<file path="src/rtl/munoc_flit_arbiter.sv">
// munoc_flit_arbiter
// Merges NUM_REQ flit sources onto one link with round-robin priority.
// A packet, once offered, keeps the link until its tail flit is accepted,
// so packets are never interleaved. The arbiter holds no flit storage:
// the link is driven straight from the granted source with zero latency.

module munoc_flit_arbiter #(
   parameter int NUM_REQ = 4,
   parameter int BW_FLIT = 8
) (
   input  logic                       clk,
   input  logic                       rstnn,
   input  logic [NUM_REQ-1:0]         req_valid,
   input  logic [NUM_REQ-1:0]         req_last,
   input  logic [NUM_REQ*BW_FLIT-1:0] req_flit,
   output logic [NUM_REQ-1:0]         req_ready,
   output logic                       out_valid,
   output logic                       out_last,
   output logic [BW_FLIT-1:0]         out_flit,
   input  logic                       out_ready,
   output logic [NUM_REQ-1:0]         grant,
   output logic                       busy
);

   localparam int IDX_W = $clog2(NUM_REQ);

   typedef enum logic {
      ST_IDLE,
      ST_LOCKED
   } state_e;

   state_e             state_q;
   logic [IDX_W-1:0]   ptr_q;     // last source whose tail flit was accepted
   logic [IDX_W-1:0]   lidx_q;    // source that owns the link while locked

   logic [IDX_W-1:0]   sel_idx;
   logic               sel_any;
   logic               handshake;

   // Pick the source that drives the link: the lock owner, or the first valid
   // source after ptr_q in round-robin order.
   always_comb begin
      logic [IDX_W-1:0] cand_idx;
      // NOTE: every variable gets a default before any branch so no path
      // leaves it unassigned, which would otherwise infer a latch.
      cand_idx = '0;
      sel_any  = 1'b0;
      sel_idx  = lidx_q;
      if (state_q == ST_LOCKED) begin
         sel_any = 1'b1;
      end else begin
         for (int k = 1; k <= NUM_REQ; k++) begin
            cand_idx = IDX_W'((int'(ptr_q) + k) % NUM_REQ);
            if (!sel_any && req_valid[cand_idx]) begin
               sel_any = 1'b1;
               sel_idx = cand_idx;
            end
         end
      end
   end

   // Route the granted source onto the link and return its ready.
   always_comb begin
      grant     = '0;
      out_valid = 1'b0;
      out_last  = 1'b0;
      out_flit  = '0;
      if (sel_any) begin
         grant[sel_idx] = 1'b1;
         out_valid      = req_valid[sel_idx];
         out_last       = req_last[sel_idx];
         out_flit       = req_flit[int'(sel_idx)*BW_FLIT +: BW_FLIT];
      end
      req_ready = grant & {NUM_REQ{out_ready}};
   end

   assign handshake = out_valid & out_ready;
   assign busy      = (state_q == ST_LOCKED);

   // Lock / release FSM together with the round-robin pointer and lock index.
   always_ff @(posedge clk or negedge rstnn) begin
      if (!rstnn) begin
         state_q <= ST_IDLE;
         ptr_q   <= IDX_W'(NUM_REQ - 1);
         lidx_q  <= '0;
      end else begin
         // NOTE: sequential state uses non-blocking assignments so every
         // register samples pre-edge values regardless of statement order.
         case (state_q)
            ST_IDLE: begin
               if (handshake && out_last) begin
                  ptr_q <= sel_idx;
               end else if (out_valid) begin
                  // An offered flit must not be withdrawn or switched.
                  state_q <= ST_LOCKED;
                  lidx_q  <= sel_idx;
               end
            end
            ST_LOCKED: begin
               if (handshake && out_last) begin
                  state_q <= ST_IDLE;
                  ptr_q   <= lidx_q;
               end
            end
            default: state_q <= ST_IDLE;
         endcase
      end
   end

endmodule

</file>
<file path="config.mk">
export PLATFORM = sky130hd
export DESIGN_NAME = munoc_flit_arbiter
export DESIGN_NICKNAME = d
export VERILOG_FILES = /design/src/rtl/munoc_flit_arbiter.sv
export SDC_FILE = /design/constraint.sdc
export NUM_CORES = 1
export LEC_CHECK = 0
export ABC_AREA = 1
export CORE_MARGIN = 4
export CORE_UTILIZATION = 40
export DETAILED_ROUTE_END_ITERATION = 16
export PLACE_DENSITY = 0.95
export SYNTH_ARGS = -nofsm -noshare
export SYNTH_HDL_FRONTEND = slang
export SYNTH_SLANG_ARGS = --single-unit
</file>
<file path="constraint.sdc">
create_clock -name clk -period 7.6 [get_ports clk]
set_clock_uncertainty 0.1 [all_clocks]
set_input_delay 1.52 -clock clk [delete_from_list [all_inputs] [get_ports clk]]
set_output_delay 1.52 -clock clk [all_outputs]
set_load 0.01 [all_outputs]
</file>
==> metrics.md, run 1 <==
| Metric | Value |
|---|---|
| Clock share of power | approximately 4.4% |
| DRT iter0 DRCs | 58 |
| Avg Cell Area, Syn | between 5 and 6 sq um |
| Comb pwr share | roughly 87% |
| Critical path class | input port to output port |
| Most common cell after layout, fill and taps aside | nand2_1 |
| Pin count of the biggest net entering global routing | 26 |
| CTS tree | built |
| Antenna cell count | 0 |
| Hold_sp | lidx_q[0] |
| Total Routing Usage GR | a little over a fifth |
| CTS sink cnt | 5 |
| Critical path startpoint | req_valid[3] |
| NumNets Final | 294 |
| Setup TNS | 0 ps |
| Core area | approximately 2300 sq um |
| Fmax | 161 MHz |
| HPWL after DPL | ~2800 um |
| Routed vias/inst | ~5 |
| Clock Pin Slew Worst Setup and Hold Paths | about 40 ps |
| Die area | 3390 sq um |
| Worst slew pin tran | ~850 ps |
| Share of cells above drive strength 1 | around 7.6% |
| Critical path startpoint category | input port |
| Reg2Reg Capture Point | busy |
| Final Hold Fails | 0 |
| RSZ-0062 raised after global routing | no |
| CP endpoint | req_ready[1] |
| Synth Warn # | 0 |
| First-pass detailed-route iteration total | 4 |
| Critical Path RT | around 6000 ps |
| Mapped Area | around 1000 sq um |
| Count of input and output buffers | 61 |
| R2R depth | 17 |
| Place WS | around 1400 ps |
| Crit path capture type | output port |
| Slew margin rel. | a little over two fifths |
| Most frequent cells in the layout | nand2_1, clkdlybuf4s50_1, nand3_1 |
| DR WL/cell | between 10 and 15 um |
| Detailed Route WL | about 3500 um |
| Area growth, synth to finish | 61.6% |
| DRT antenna net count | 0 |
| Outcome | complete, no violations |
| Final setup fails | 0 |
| GP Congestion | a little over 0.9 |
| Post-CTS Hold Buffers | 0 |
| Final worst setup slack | 1400 ps |
| Pleak | 0.769 nW |
| Grt total ovfl | 0 |
| First-pass GRT wire length | around 5700 um |
| Critical path arrival | about 4600 ps |
| Cells after Synth | roughly 190 |
| Vias | about 1,400 |
| Fin util | between 70% and 80% |
| Max rail drop VDD | 0.312 mV |
| Clock Latency Late Sink | ~240 ps |
| Reg power frac | under 10% |
| Non-filler instance count after layout | 278 |
| Synth Register Bits | 5 |
| Num rows | 17 |
| I/O pin total | 62 |
| Vias in the first global route | around 1,400 |
| FF-to-FF Start | ptr_q[0] |
| Die Height | between 50 and 60 um |
| CTS Buf Count | 3 |
| Max-cap viol count | 0 |
| Syn Nets | 235 |
| Hold depth | 2 |
| CTS resizes | 0 |
| DP Cell Count | 274 |
| Setup slack, reg-to-reg | 4950 ps |
| Final period util | approximately four fifths |
| Fin Hold WS | just over 400 ps |
| Internal power | approximately 320 uW |
| Worst Path Max Fanout | 19 |
| CTS max path bufs | 2 |
| Root buf cell | clkbuf_4 |
| Min Tclk post-route | around 6200 ps |
| Initial antenna violation count | 0 |
| Distinct cell type count after synthesis | 24 |
| Power per Cell Area | around 420 nW/um^2 |
| DRC Markers | 0 |
| # H-tree levels | 1 |
| Initial Util | between 40% and 50% |
| Switch Pwr | about 370 uW |
| Sw frac | a little over half |
| Min-Delay Path Class | flip-flop to flip-flop |
| Chip width | 58.2 um |
| Seq/Total Area, Yosys | 12.6% |
| Max-slew violations | 0 |
| Postcts setup bufs | 0 |
## layer usage
| metal | global-route usage, % | share of wire, % | wire, um |
|---|---|---|---|
| met5 | 0 | 0 | 0 |
| met4 | 9.60 | 3.9 | 137 |
| met3 | 3.34 | 7.6 | 267 |
| met2 | 34.4 | 48 | 1680 |
| met1 | 26.7 | 41 | 1440 |
## power groups by stage
stage,combinational (mW),clock [mW],sequential [mW]
floorplan,0.385,0,0.0503
global placement,0.580,0,0.0600
detailed placement,0.589,0,0.0606
CTS,0.592,0.0308,0.0603
global route,0.660,0.0329,0.0639
finish,0.591,0.0302,0.0610
## final cells by class
cell class                 count  area, sq um
sequential                     5          128
inverter                      15         56.3
multi-input combinational    164          768
tap                           28         35.0
fill                         201          666
timing repair buffer          62          618
clock buffer                   4         26.3
## state kept, by name, indices dropped and copies added, names as in the netlist
name and cells:
ptr_q 2, busy 1, lidx_q 2
## how the worst min path moves through the flow
stage / end / slack (ps)
floorplan: lidx_q[1] / 360
global placement: lidx_q[1] / 390
detailed placement: lidx_q[0] / 400
CTS: lidx_q[0] / 410
global route: ptr_q[1] / 450
finish: lidx_q[0] / 410
## through the flow
step / instance area [sq um] / total power, mW
floorplan: 1010 / 0.435
global placement: 1610 / 0.640
detailed placement: 1610 / 0.650
CTS: 1630 / 0.683
global route: 1630 / 0.757
finish: 1630 / 0.683
## synth_stat cells (all sizes together)
cell type,number,area share [%]
a21oi,14,7.3
nor3,4,2.0
buf,5,4.6
nand4,5,4.6
o21ai,2,0.99
o31ai,1,0.74
nand3,31,16
dfstp,2,5.2
nand2,83,33
nor2,23,10
o221ai,1,0.87
inv,15,5.6
dfrtp,3,7.4
clkbuf,3,1.1
## worst max-delay path: stages
cell             delay (ps)
clkdlybuf4s50_1         580
nor2_1                  100
o221ai_1                150
o31ai_1                 130
a21oi_2                 700
nand4_1                 310
nand4_4                 240
nor2_8                   90
nor3_1                  190
clkdlybuf4s50_1         570
## kinds of logic (layout without fill, tap and decap cells)
family	after synthesis	after routing	synth area share, %
compound gates	18	18	9.91
simple gates	146	146	66.2
flops	5	5	12.6
buf+inv	23	81	11.3
Note: power is estimated with default switching activity, not from simulation.
==> run 2, diff against run 1 <==
CORE_UTILIZATION = 34   (was 40)
PLACE_DENSITY = 0.88   (was 0.95)
clock period = 5.1 ns   (was 7.6 ns; I/O delays follow)
==> run 2 against run 1 <==
Clock power grew 42%. Cell count grew 2.9%. Cell area grew 3.5%. Global-route usage shrank 5.1 points. Non-clock buffer count grew 5. Routed wire length shrank 8.4%. Sequential share of layout area shrank 0.27 points. Die area grew 15%. Register-to-register slack lost 2500 ps. Worst setup slack lost 1100 ps. Critical path type unchanged.
==> metrics.md, run 2 (synthesized netlist as in run 1, its figures left out) <==
| Metric | Value |
|---|---|
| Initial antenna violation count | 0 |
| Total Routing Usage GR | 15.8% |
| R2R depth | 20 |
| Max-slew violations | 0 |
| DRT antenna net count | 0 |
| Footprint of the multi-input gates | slightly below 800 sq um |
| GP Congestion | slightly above 0.8 |
| Reg area | 128 sq um |
| Post-CTS Hold Buffers | 0 |
| Initial Util | between 30% and 40% |
| Vias | 1,419 |
| Fmax | 208 MHz |
| Chip width | approximately 62 um |
| Fill cells | between 200 and 300 |
| Hold Path End | lidx_q[1] |
| Reg2Reg Capture Point | lidx_q[0] |
| Final period util | 94.4% |
| Die Height | between 60 and 70 um |
| Hold depth | 2 |
| DR WL/cell | 11.3 um |
| Critical Path RT | ~4000 ps |
| Critical path arrival | between 3000 and 4000 ps |
| Outcome | complete, no violations |
| Power per Cell Area | a little over 600 nW/um^2 |
| Share of cells above drive strength 1 | under 10% |
| Root buf cell | clkbuf_4 |
| Die area | about 3900 sq um |
| Grt total ovfl | 0 |
| Power Total | 1.05 mW |
| # H-tree levels | 1 |
| CTS tree | built |
| DRT iter0 DRCs | 58 |
| Vias in the first global route | 1,340 |
| HPWL after DPL | between 2000 and 3000 um |
| Most common cell after layout, fill and taps aside | nand2_1 |
| I/O pin total | between 60 and 70 |
| Min Tclk post-route | just under 5000 ps |
| Core area | around 2800 sq um |
| Worst slew pin tran | 723 ps |
| Setup slack, reg-to-reg | 2420 ps |
| Critical path startpoint category | input port |
| CTS sink cnt | 5 |
| Most frequent cells in the layout | nand2_1, clkdlybuf4s50_1, nand3_1 |
| DRC Markers | 0 |
| Clock Latency Late Sink | about 230 ps |
| First-pass GRT wire length | 5340 um |
| Count of input and output buffers | 61 |
| Area growth, synth to finish | 67.3% |
| CTS max path bufs | 2 |
| NumNets Final | roughly 300 |
| Final Hold Fails | 0 |
| Fin util | roughly three fifths |
| CTS Buf Count | 3 |
| Setup TNS | 0 ps |
| RSZ-0062 raised after global routing | no |
| Num rows | 19 |
| Min-Delay Path Class | flip-flop to flip-flop |
| Max-cap viol count | 0 |
| FF-to-FF Start | ptr_q[0] |
| Hold_sp | lidx_q[1] |
| Pleak | around 0.84 nW |
| Slew margin rel. | 51.3% |
| Detailed Route WL | 3240 um |
| Crit path capture type | output port |
| Routed vias/inst | between 4 and 5 |
| Final setup fails | 0 |
| Critical path class | input port to output port |
| Pin count of the biggest net entering global routing | 19 |
| Max rail drop VDD | ~0.47 mV |
| Worst Path Max Fanout | 16 |
| Antenna cell count | 0 |
| First-pass detailed-route iteration total | 4 |
| Clock Pin Slew Worst Setup and Hold Paths | 40 ps |
## run 2: cell count changes in the layout (fill, tap and decap cells not counted)
cell             before  now
o21ai_1               0    1
dlymetal6s2s_1        0    5
buf_4                 1    6
inv_1                12   11
clkdlybuf4s50_1      61   56
clkinvlp_4            0    1
o21ai_0               2    1
## run 2: final cells by class
class | instances | area share (%)
Timing Repair Buffer | 67 | 39.6
Sequential cell | 5 | 7.56
Multi-Input combinational cell | 164 | 45.5
Tap cell | 31 | 2.30
Clock buffer | 4 | 1.56
Inverter | 15 | 3.56
## run 2: worst max-delay path by stage
stage / from / endpoint / slack [ps] / depth (start not counted)
after floorplan: req_valid[3] / out_flit[5] / 1530 / 16
after global placement: req_valid[3] / out_flit[0] / 160 / 20
after detailed placement: req_valid[3] / out_flit[1] / 120 / 20
after CTS: req_valid[3] / out_flit[0] / 100 / 20
after global routing: req_valid[2] / out_flit[3] / 0.6 / 20
final: req_valid[2] / out_flit[3] / 280 / 20
## run 2: stage by stage
step | instance area (sq um) | setup slack [ps] | std cells | hold WS [ps]
6_report | 1690 | 285 | 286 | 401
4_1_cts | 1660 | 103 | 284 | 402
2_1_floorplan | 1010 | 1530 | 192 | 359
3_5_place_dp | 1630 | 115 | 280 | 392
5_1_grt | 1690 | 0.593 | 286 | 441
3_3_place_gp | 1630 | 162 | 280 | 392
## run 2: worst max-delay path: stages
cell             delay [ps]
clkdlybuf4s50_1         480
inv_1                   100
nand2_1                  50
nand2_1                  90
nand2_1                  70
nand2_2                 110
nand2_2                  60
nor2_2                  100
nand3_1                  80
nand2_1                  80
inv_2                    40
nand2_4                  80
nand2_4                 130
clkinvlp_4              150
buf_4                   150
nand2_1                  60
a21oi_1                 130
nor2_1                   70
nor2_1                   90
clkdlybuf4s50_1         540
## run 2: power by group
group,internal [mW],switching (mW),total [mW]
Combinational,0.411,0.501,0.912
Sequential,0.0611,0.0313,0.0924
Clock,0.0294,0.0136,0.0430
## run 2: metal layers
metal	vias to the layer above	share of wire [%]	track usage, %
met2	52	49	28.8
met5	-	0	0
li1	748	-	-
met1	619	41	17.5
met4	0	0	3.31
met3	0	10	5.76
## run 2: what timing repair did
| item | 4_1_cts | 5_1_grt |
|---|---|---|
| hold endpoints to repair | 0 | 0 |
| buffers inserted | 0 | 2 |
| setup endpoints to repair | 0 | 11 |
| gates resized for setup | 0 | 7 |
==> run 3, diff against run 2 <==
GPL_TIMING_DRIVEN = 0   (was default)
SKIP_CTS_REPAIR_TIMING = 1   (was default)
SLEW_MARGIN = 20   (was default)
==> run 3 against run 2 <==
Cell count grew 0.70%. Core utilization is essentially flat. Flip-flop and latch count is the same. Non-clock buffer count grew 2. Die area is the same. Critical endpoint is now req_ready[3].
==> metrics.md, run 3 (synthesized netlist as in run 1, its figures left out) <==
| Metric | Value |
|---|---|
| Outcome | complete, no violations |
| Crit path capture type | output port |
| Critical path startpoint category | input port |
| Share of cells above drive strength 1 | 10.1% |
| Area growth, synth to finish | 67.2% |
| Pin count of the biggest net entering global routing | 11 |
| Antenna cell count | 0 |
| # H-tree levels | 1 |
| Clock Latency Late Sink | about 250 ps |
| Non-filler instance count after layout | around 290 |
| First-pass detailed-route iteration total | 4 |
| Design area | approximately 1700 sq um |
| NumNets Final | 301 |
| DR WL/cell | ~12 um |
| Final Hold Fails | 0 |
| Min Tclk post-route | a little under 5000 ps |
| DRC Markers | 0 |
| Power Total | between 1 and 1.5 mW |
| GP Congestion | about 0.84 |
| Max-slew violations | 0 |
| Core area | approximately 2800 sq um |
| Max rail drop VDD | between 0.3 and 0.4 mV |
| CTS sink cnt | 5 |
| HPWL after DPL | 2720 um |
| Initial antenna violation count | 0 |
| I/O pin total | 62 |
| Worst Path Max Fanout | 10 |
| Setup TNS | 0 ps |
| Num rows | 19 |
| Final setup fails | 0 |
| Vias | between 1,000 and 1,500 |
| Critical path class | input port to output port |
| Critical path arrival | 3710 ps |
| Initial Util | 36.0% |
| Final period util | between 90% and 100% |
| CTS Buf Count | 3 |
| Count of input and output buffers | 61 |
| Pleak | 0.801 nW |
| DRT iter0 DRCs | 64 |
| Fin util | ~60% |
| Power per Cell Area | 627 nW/um^2 |
| Clock Pin Slew Worst Setup and Hold Paths | 40 ps |
| Worst slew pin tran | between 500 and 600 ps |
| Most common cell after layout, fill and taps aside | nand2_1 |
| DP Cell Count | between 200 and 300 |
| DRT antenna net count | 0 |
| RSZ-0062 raised after global routing | no |
| Grt total ovfl | 0 |
| CTS tree | built |
| Root buf cell | clkbuf_4 |
| Vias in the first global route | between 1,000 and 1,500 |
| Routed vias/inst | ~5 |
| Internal power | between 500 and 600 uW |
| Reg power frac | around 7.3% |
| Die Height | 62.5 um |
| Comb pwr share | between 80% and 90% |
| Min-Delay Path Class | flip-flop to flip-flop |
| CTS max path bufs | 2 |
| Fmax | just over 200 MHz |
| Area after DPL | ~1700 sq um |
| First-pass GRT wire length | between 5000 and 6000 um |
| Detailed Route WL | 3320 um |
| Most frequent cells in the layout | nand2_1, clkdlybuf4s50_1, nand3_1 |
| Max-cap viol count | 0 |
| Clock share of power | roughly 4.5% |
| Die area | around 3900 sq um |
| Critical Path RT | between 3000 and 4000 ps |
| Chip width | 62.5 um |
| Total Routing Usage GR | about 16% |
| Switch Pwr | 554 uW |
| Sw frac | between 50% and 60% |
| Slew margin rel. | 63.1% |
run 3: changes by cell type in the layout (fill, tap and decap cells not counted), moves of 2 or more:
cell	change
buf_4	-5
clkdlybuf4s50_1	+5
dlymetal6s2s_1	-5
buf_6	+3
clkbuf_2	+2
run 3: final cells by class:
type                            count  area (sq um)
Fill cell                         285          1120
Multi-Input combinational cell    164           768
Timing Repair Buffer               61           611
Sequential cell                     5           128
Buffer                              8          60.1
Inverter                           15          56.3
Tap cell                           31          38.8
Clock buffer                        4          26.3
run 3: worst paths after layout:
| path | from | endpoint | cells past startpoint | slack, ps |
|---|---|---|---|---|
| max reg2reg | ptr_q[0] | lidx_q[1] | 20 | 2750 |
| min | lidx_q[1] | lidx_q[1] | 2 | 410 |
| max | req_valid[3] | req_ready[3] | 9 | 270 |
| min in group asynchronous | rstnn | lidx_q[0] | 1 | 880 |
| max in group asynchronous | rstnn | ptr_q[1] | 1 | 3770 |
| min reg2reg | lidx_q[1] | lidx_q[1] | 2 | 410 |
run 3: routing by layer:
layer / part of all wire (%) / up-vias / track usage [%]
met1: 39 / 618 / 16.9
met5: 0 / - / 0
li1: - / 754 / -
met2: 49 / 51 / 29.7
met4: 0.81 / 0 / 4.13
met3: 11 / 2 / 7.01
run 3: power groups by stage:
stage,clock network [mW],registers [mW],logic [mW]
final,0.0472,0.0770,0.934
after global routing,0.0512,0.0783,1.04
after CTS,0.0491,0.0770,0.935
after detailed placement,0,0.0774,0.929
after global placement,0,0.0768,0.915
after floorplan,0,0.0749,0.574
run 3: worst max-delay path: stages:
cell and delay [ps]:
clkdlybuf4s50_1 560, nor2_1 90, o221ai_1 150, o31ai_1 130, a21oi_2 410, clkbuf_1 440, nand2_1 140, nor3_1 200
clkdlybuf4s50_1 560
run 3: per-stage QoR:
| stage | setup slack [ps] | hold slack (ps) |
|---|---|---|
| 5_1_grt | 16.4 | 439 |
| 3_5_place_dp | 173 | 406 |
| 2_1_floorplan | 1530 | 359 |
| 4_1_cts | 150 | 416 |
| 6_report | 266 | 413 |
| 3_3_place_gp | 222 | 390 |
